### config.mk
export PLATFORM = sky130hd
export DESIGN_NAME = mlp_tmux_engine_flat
export DESIGN_NICKNAME = d
export VERILOG_FILES = /design/src/rtl/mlp_tmux_engine_if.sv /design/src/rtl/mlp_tmux_engine.sv /design/src/flat_wrapper.sv
export SDC_FILE = /design/constraint.sdc
export NUM_CORES = 1
export LEC_CHECK = 0
export ABC_AREA = 1
export ABC_CLOCK_PERIOD_IN_PS = 7600
export BUFFER_PORTS_ARGS = -buffer_cell sky130_fd_sc_hd__buf_2
export CAP_MARGIN = 20
export CORE_MARGIN = 4
export CORE_UTILIZATION = 50
export DETAILED_ROUTE_END_ITERATION = 16
export PLACE_DENSITY = 0.69
export SYNTH_ARGS = -nofsm -noshare
export SYNTH_HDL_FRONTEND = slang
export SYNTH_SLANG_ARGS = --single-unit
### constraint.sdc
create_clock -name clk -period 7.6 [get_ports clk]
set_input_delay 1.14 -clock clk [delete_from_list [all_inputs] [get_ports clk]]
set_output_delay 1.14 -clock clk [all_outputs]
set_load 0.005 [all_outputs]
### src/rtl/mlp_tmux_engine_if.sv
`default_nettype none
// ============================================================================
//  Module   : mlp_tmux_engine_if
//  Purpose  : Input/output handshake and coefficient bus of mlp_tmux_engine.
//  Revision : 1.0 - initial release
// ============================================================================
interface mlp_tmux_engine_if #(
    parameter int L  = 1,
    parameter int N  = 4,
    parameter int QM = 3,
    parameter int QN = 5,
    parameter int WM = 3,
    parameter int WN = 5
);
    logic                     in_valid;
    logic                     in_ready;
    logic signed [QM+QN-1:0]  x [N];
    logic signed [WM+WN-1:0]  w [L][N][N];
    logic signed [QM+QN-1:0]  b [L][N];
    logic                     out_valid;
    logic                     out_ready;
    logic signed [QM+QN-1:0]  y [N];
    logic                     busy;

    modport master (
        output in_valid, x, w, b, out_ready,
        input  in_ready, out_valid, y, busy
    );

    modport slave (
        input  in_valid, x, w, b, out_ready,
        output in_ready, out_valid, y, busy
    );
endinterface
`default_nettype wire

### src/rtl/mlp_tmux_engine.sv
`default_nettype none
// ============================================================================
//  Module   : mlp_tmux_engine
//  Purpose  : L-layer, N-neuron MLP evaluated through P shared MAC lanes with
//             ping-pong activation buffers. Macro MLP_ROUND_EN selects
//             round-half-up instead of truncation on the write-back shift.
//  Revision : 1.0 - initial release
// ============================================================================
module mlp_tmux_engine #(
    parameter int L  = 1,
    parameter int N  = 4,
    parameter int P  = 2,
    parameter int QM = 3,
    parameter int QN = 5,
    parameter int WM = 3,
    parameter int WN = 5
) (
    input  logic             clk,
    input  logic             nrst,
    mlp_tmux_engine_if.slave bus
);
    localparam int DW = QM + QN;
    localparam int WW = WM + WN;
    localparam int PW = DW + WW;
    localparam int AW = PW + $clog2(N) + 1;
    localparam int SW = AW + 1;
    localparam int G  = N / P;
    localparam int JW = (N > 1) ? $clog2(N) : 1;
    localparam int GW = (G > 1) ? $clog2(G) : 1;
    localparam int LW = (L > 1) ? $clog2(L) : 1;

    localparam logic signed [SW-1:0] MAXV = SW'((longint'(1) <<< (DW - 1)) - 1);
    localparam logic signed [SW-1:0] MINV = SW'(-(longint'(1) <<< (DW - 1)));
`ifdef MLP_ROUND_EN
    localparam logic signed [SW-1:0] RND  = SW'(longint'(1) <<< (WN - 1));
`else
    localparam logic signed [SW-1:0] RND  = '0;
`endif

    if (N % P != 0) begin : g_bad_lanes
        $error("mlp_tmux_engine: N must be a multiple of P");
    end

    typedef enum logic [1:0] {
        S_IDLE = 2'd0,
        S_MAC  = 2'd1,
        S_WB   = 2'd2,
        S_DONE = 2'd3
    } state_t;

    state_t                 state_q, state_d;
    logic                   sel_q;
    logic [LW-1:0]          l_q;
    logic [GW-1:0]          g_q;
    logic [JW-1:0]          j_q;
    logic signed [AW-1:0]   acc_q [P];
    logic signed [DW-1:0]   act_q [2][N];
    logic signed [DW-1:0]   y_q   [N];

    logic                   in_ready_c, out_valid_c, busy_c;
    logic                   last_j, last_g, last_l;
    logic signed [DW-1:0]   act_j;
    logic [JW-1:0]          nidx [P];
    logic signed [PW-1:0]   prod [P];
    logic signed [SW-1:0]   sum  [P];
    logic signed [SW-1:0]   shr  [P];
    logic signed [DW-1:0]   res  [P];

    assign last_j = (j_q == JW'(N - 1));
    assign last_g = (g_q == GW'(G - 1));
    assign last_l = (l_q == LW'(L - 1));

    // Per-lane MAC product and write-back value; w and b are read live.
    always_comb begin
        act_j = act_q[sel_q][j_q];
        for (int k = 0; k < P; k++) begin
            nidx[k] = JW'(int'(g_q) * P + k);
            prod[k] = PW'(act_j) * PW'(bus.w[l_q][nidx[k]][j_q]);
            sum[k]  = SW'(acc_q[k]) + (SW'(bus.b[l_q][nidx[k]]) <<< WN) + RND;
            shr[k]  = sum[k] >>> WN;
            if (shr[k] > MAXV)
                res[k] = DW'(MAXV);
            else if (shr[k] < MINV)
                res[k] = DW'(MINV);
            else
                res[k] = shr[k][DW-1:0];
            if (!last_l && res[k][DW-1])
                res[k] = '0;
        end
    end

    always_ff @(posedge clk or negedge nrst) begin
        if (!nrst)
            state_q <= S_IDLE;
        else
            state_q <= state_d;
    end

    always_comb begin
        state_d     = state_q;
        in_ready_c  = 1'b0;
        out_valid_c = 1'b0;
        busy_c      = 1'b0;
        case (state_q)
            S_IDLE: begin
                in_ready_c = 1'b1;
                if (bus.in_valid)
                    state_d = S_MAC;
            end
            S_MAC: begin
                busy_c = 1'b1;
                if (last_j)
                    state_d = S_WB;
            end
            S_WB: begin
                busy_c  = 1'b1;
                state_d = (last_g && last_l) ? S_DONE : S_MAC;
            end
            S_DONE: begin
                out_valid_c = 1'b1;
                if (bus.out_ready)
                    state_d = S_IDLE;
            end
            default: state_d = S_IDLE;
        endcase
    end

    always_ff @(posedge clk or negedge nrst) begin
        if (!nrst) begin
            sel_q <= 1'b0;
            l_q   <= '0;
            g_q   <= '0;
            j_q   <= '0;
            for (int k = 0; k < P; k++)
                acc_q[k] <= '0;
            for (int i = 0; i < N; i++) begin
                act_q[0][i] <= '0;
                act_q[1][i] <= '0;
                y_q[i]      <= '0;
            end
        end else begin
            case (state_q)
                S_IDLE: begin
                    if (bus.in_valid) begin
                        for (int i = 0; i < N; i++)
                            act_q[0][i] <= bus.x[i];
                        sel_q <= 1'b0;
                        l_q   <= '0;
                        g_q   <= '0;
                        j_q   <= '0;
                        for (int k = 0; k < P; k++)
                            acc_q[k] <= '0;
                    end
                end
                S_MAC: begin
                    for (int k = 0; k < P; k++)
                        acc_q[k] <= acc_q[k] + AW'(prod[k]);
                    j_q <= last_j ? '0 : j_q + 1'b1;
                end
                S_WB: begin
                    // y is a dedicated register so a new accept cannot disturb it.
                    for (int k = 0; k < P; k++) begin
                        act_q[~sel_q][nidx[k]] <= res[k];
                        if (last_l)
                            y_q[nidx[k]] <= res[k];
                        acc_q[k] <= '0;
                    end
                    if (!last_g) begin
                        g_q <= g_q + 1'b1;
                    end else if (!last_l) begin
                        l_q   <= l_q + 1'b1;
                        g_q   <= '0;
                        sel_q <= ~sel_q;
                    end
                end
                default: ;
            endcase
        end
    end

    assign bus.in_ready  = in_ready_c & nrst;
    assign bus.out_valid = out_valid_c;
    assign bus.busy      = busy_c;
    assign bus.y         = y_q;

endmodule
`default_nettype wire

### src/flat_wrapper.sv
// flat-port wrapper written by rule: the top's interface ports become plain ports
module mlp_tmux_engine_flat 
#(
    parameter int L  = 1,
    parameter int N  = 4,
    parameter int P  = 2,
    parameter int QM = 3,
    parameter int QN = 5,
    parameter int WM = 3,
    parameter int WN = 5
)
  (clk, nrst, bus_in_valid, bus_x, bus_w, bus_b, bus_out_ready, bus_in_ready, bus_out_valid, bus_y, bus_busy);
  mlp_tmux_engine_if #(.L(L), .N(N), .QM(QM), .QN(QN), .WM(WM), .WN(WN)) bus_i ();
  input  logic clk;
  input  logic nrst;
  input wire logic [$bits(bus_i.in_valid)-1:0] bus_in_valid;
  input wire logic [$bits(bus_i.x)-1:0] bus_x;
  input wire logic [$bits(bus_i.w)-1:0] bus_w;
  input wire logic [$bits(bus_i.b)-1:0] bus_b;
  input wire logic [$bits(bus_i.out_ready)-1:0] bus_out_ready;
  output wire logic [$bits(bus_i.in_ready)-1:0] bus_in_ready;
  output wire logic [$bits(bus_i.out_valid)-1:0] bus_out_valid;
  output wire logic [$bits(bus_i.y)-1:0] bus_y;
  output wire logic [$bits(bus_i.busy)-1:0] bus_busy;
  assign bus_i.in_valid = bus_in_valid;
  assign bus_i.x = {>>{bus_x}};
  assign bus_i.w = {>>{bus_w}};
  assign bus_i.b = {>>{bus_b}};
  assign bus_i.out_ready = bus_out_ready;
  assign bus_in_ready = bus_i.in_ready;
  assign bus_out_valid = bus_i.out_valid;
  assign bus_y = {>>{bus_i.y}};
  assign bus_busy = bus_i.busy;
  mlp_tmux_engine #(.L(L), .N(N), .P(P), .QM(QM), .QN(QN), .WM(WM), .WN(WN)) u_core (.clk(clk), .nrst(nrst), .bus(bus_i));
endmodule
==> results.md <==
- RR Startpoint: u_core.j_q[0]
- Share of cells above drive strength 1: 0.146
- Clock period minus worst slack: 6.54 ns
- Primary FF master, synth: dfrtp_1
- Max Slew Vio Count: 0
- Dpl cell area: 0.0177 mm2
- Via density: 5.37
- Post-route setup TNS: 0 ns
- Drt total wl: 49,600 um
- Worst path max stage delay: 0.57 ns
- Worst Max-Slew Pin Slew: 1.07 ns
- DR vias: 15,100
- Synth top area cells: dfrtp_1 (22%), fa_1 (21%), nand2_1 (11%), ha_1 (9.3%), inv_1 (7.7%)
- Synth cell types: 54
- Die extent in x: 188 um
- Clock tree buffer depth: 2
- CTS tree: built
- Final setup vio count: 0
- Row count: 65
- CP startpoint kind: flip-flop
- Period utilization: 0.860
- Max Freq: 153 MHz
- Status: finished clean
- Area of the multi-input gates: 0.0110 mm2
- Syn Area/Cell: 7.46 um2
- Synth warn: 0
- Maximum capacitance violations: 0
- First DRT Iteration DRCs: 1,254
- Depth of the most critical reg-to-reg path: 26
- Worst-Skew Late Latency: 0.43 ns
- Post-DP HPWL: 39,700 um
- Worst r2r dst: u_core.acc_q[34]
- Sequential area share after synthesis: 0.216
- N_diodes: 0
- Post-synth EDFFs: 0
- WP depth: 26
- Drc violations: 0
- Post-CTS Setup Inserts: 0
- Grt total ovfl: 0
- First-pass GRT wire length: 80,100 um
- Fillers: 3,046
- Antenna violations before repair: 0
- GP Congestion: 0.896
- Vias in the first global route: 15,000
- Hold bufs inserted after CTS: 0
- Hold path depth: 2
- Setup Skew: 0.0218 ns
- Crit path DAT: 6.83 ns
- Initial Utilization: 0.510
- Area Overhead vs Synth: 13.0%
- DR pass1 iterations: 7
- Register area: 0.00351 mm2
- Chip Height: 188 um
- Htree depth: 4
- Async SR Flop Fraction: 1.00
- Seq cells post-synth: 140
- Top delay family on crit path: adder cells
- Slowest-stage cell, CP: fa_1
- RSZ-0062 raised after global routing: no
- Crit end category: flip-flop
- Worst Hold Launch: u_core.act_q[18]
- Fin nets: 2,861
- Crit Path Class: reg -> reg
- Post-DRT Antenna Nets: 0
- Share of the synthesized area in the top cell type: 0.216
- Tot GR Track Use: 0.281
- Pin count of the biggest net entering global routing: 80
- Final Hold Vio Count: 0
- I/O Buffers: 230
- WHS Endpoint: u_core.act_q[18]
- TritonCTS buffer count: 17
- CTS clk-pin slew, worst paths: 0.06 ns
- WP buf/inv: 7
- Net Count, Synth: 2,659
- Wire per inst: 17.6 um
- Fin area: 0.0183 mm2
- Critical Path RT: 7.89 ns
- Hold WC Path Type: reg -> reg
- Max_slew headroom: 0.286
- Area leader, netlist: dfrtp_1
- Core area: 0.0318 mm2
- Clk root buf: clkbuf_16
- CTS Sinks: 140
- Mapped Area: 0.0162 mm2
- R2R Setup Slk: 1.06 ns
- # IOs: 231
- PostCTS Resize Cnt: 0
- Total die area: 0.0354 mm2
- Crit Path Max Fanout: 36
- Post-Syn Instances: 2,172
==> metal layers <==
layer  up-vias  share of wire  track usage
li1       7245              -            -
met1      7244           0.43        0.381
met2       583           0.46        0.461
met3        76          0.078       0.0549
met4         0          0.029       0.0830
met5         -              0            0
==> placed cells by master (no fill, tap or decap), types with 3 or more instances in the layout <==
cell and instances:
a21o_1 4, a21oi_1 125, a21oi_2 4, a22oi_1 4, a32o_1 3, buf_2 229, buf_4 28, clkbuf_16 17
clkinv_1 4, clkinvlp_4 3, dfrtp_1 138, fa_1 170, ha_1 121, inv_1 334, inv_2 15, inv_6 7
nand2_1 486, nand2_2 15, nand2_4 7, nand3_1 84, nand3b_1 3, nand4_1 11, nor2_1 243, nor2_2 7
nor3_1 7, o21ai_0 185, o21ai_1 29, o21bai_1 3, o22ai_1 34, o31ai_1 6, xnor2_1 13, xor2_1 17
==> kinds of logic after synthesis <==
kind of cell / count (synthesis) / synth area share
AO/OA/AOI/OAI: 408 / 0.135
buffers and inverters: 429 / 0.107
flip-flops: 140 / 0.216
XOR/XNOR: 31 / 0.0172
adder cells (fa/ha/maj): 291 / 0.303
AND/OR/NAND/NOR: 873 / 0.221
==> sequential cells by signal (all words and copies together) (netlist names) <==
| name | flops |
|---|---|
| u_core.acc_q | 38 |
| u_core.act_q | 64 |
| u_core.bus.y | 32 |
| u_core.g_q | 1 |
| u_core.j_q | 2 |
| u_core.sel_q | 1 |
| u_core.state_q | 2 |
==> layout make-up <==
type,count,share of cell area
clock buffers,19,0.0242
inverters,354,0.0726
multi-input cells,1603,0.599
well taps,435,0.0297
flip-flops and latches,140,0.191
clock inverters,13,0.00833
repair buffers,258,0.0746
==> how the worst max path moves through the flow <==
stage | start | endpoint | slack, ns
global placement | bus_w[96] | u_core.acc_q[34] | 1.01
finish | u_core.j_q[0] | u_core.acc_q[34] | 1.06
CTS | u_core.j_q[0] | u_core.acc_q[34] | 1.03
detailed placement | bus_w[96] | u_core.acc_q[34] | 0.94
floorplan | bus_w[64] | u_core.acc_q[18] | 0.99
global route | u_core.j_q[0] | u_core.acc_q[34] | 0.46
==> through the flow <==
| step | hold slack, ns | utilization | instances | worst slack [ns] |
|---|---|---|---|---|
| floorplan | 0.448 | - | 2172 | 0.994 |
| global placement | 0.461 | 0.557 | 2790 | 1.01 |
| detailed placement | 0.463 | 0.557 | 2790 | 0.940 |
| CTS | 0.482 | 0.576 | 2822 | 1.03 |
| global route | 0.499 | 0.576 | 2822 | 0.459 |
| finish | 0.482 | 0.576 | 2822 | 1.06 |
==> worst min-delay path, cell delays in order (launching register included) <==
cell and delay (ns):
dfrtp_1 0.34, nand2_1 0.05, nand2_1 0.05
==> cells in the mapped netlist, drive strengths merged, types with 7 or more instances <==
master / count
nand2: 509
inv: 349
nor2: 251
o21ai: 216
fa: 170
dfrtp: 140
a21oi: 129
ha: 121
nand3: 85
buf: 38
o22ai: 34
clkbuf: 33
xor2: 18
xnor2: 13
nand4: 11
nor3: 7
Power is not shown: default switching activity piles up to over one toggle a cycle in this logic, so the estimate is an artifact.
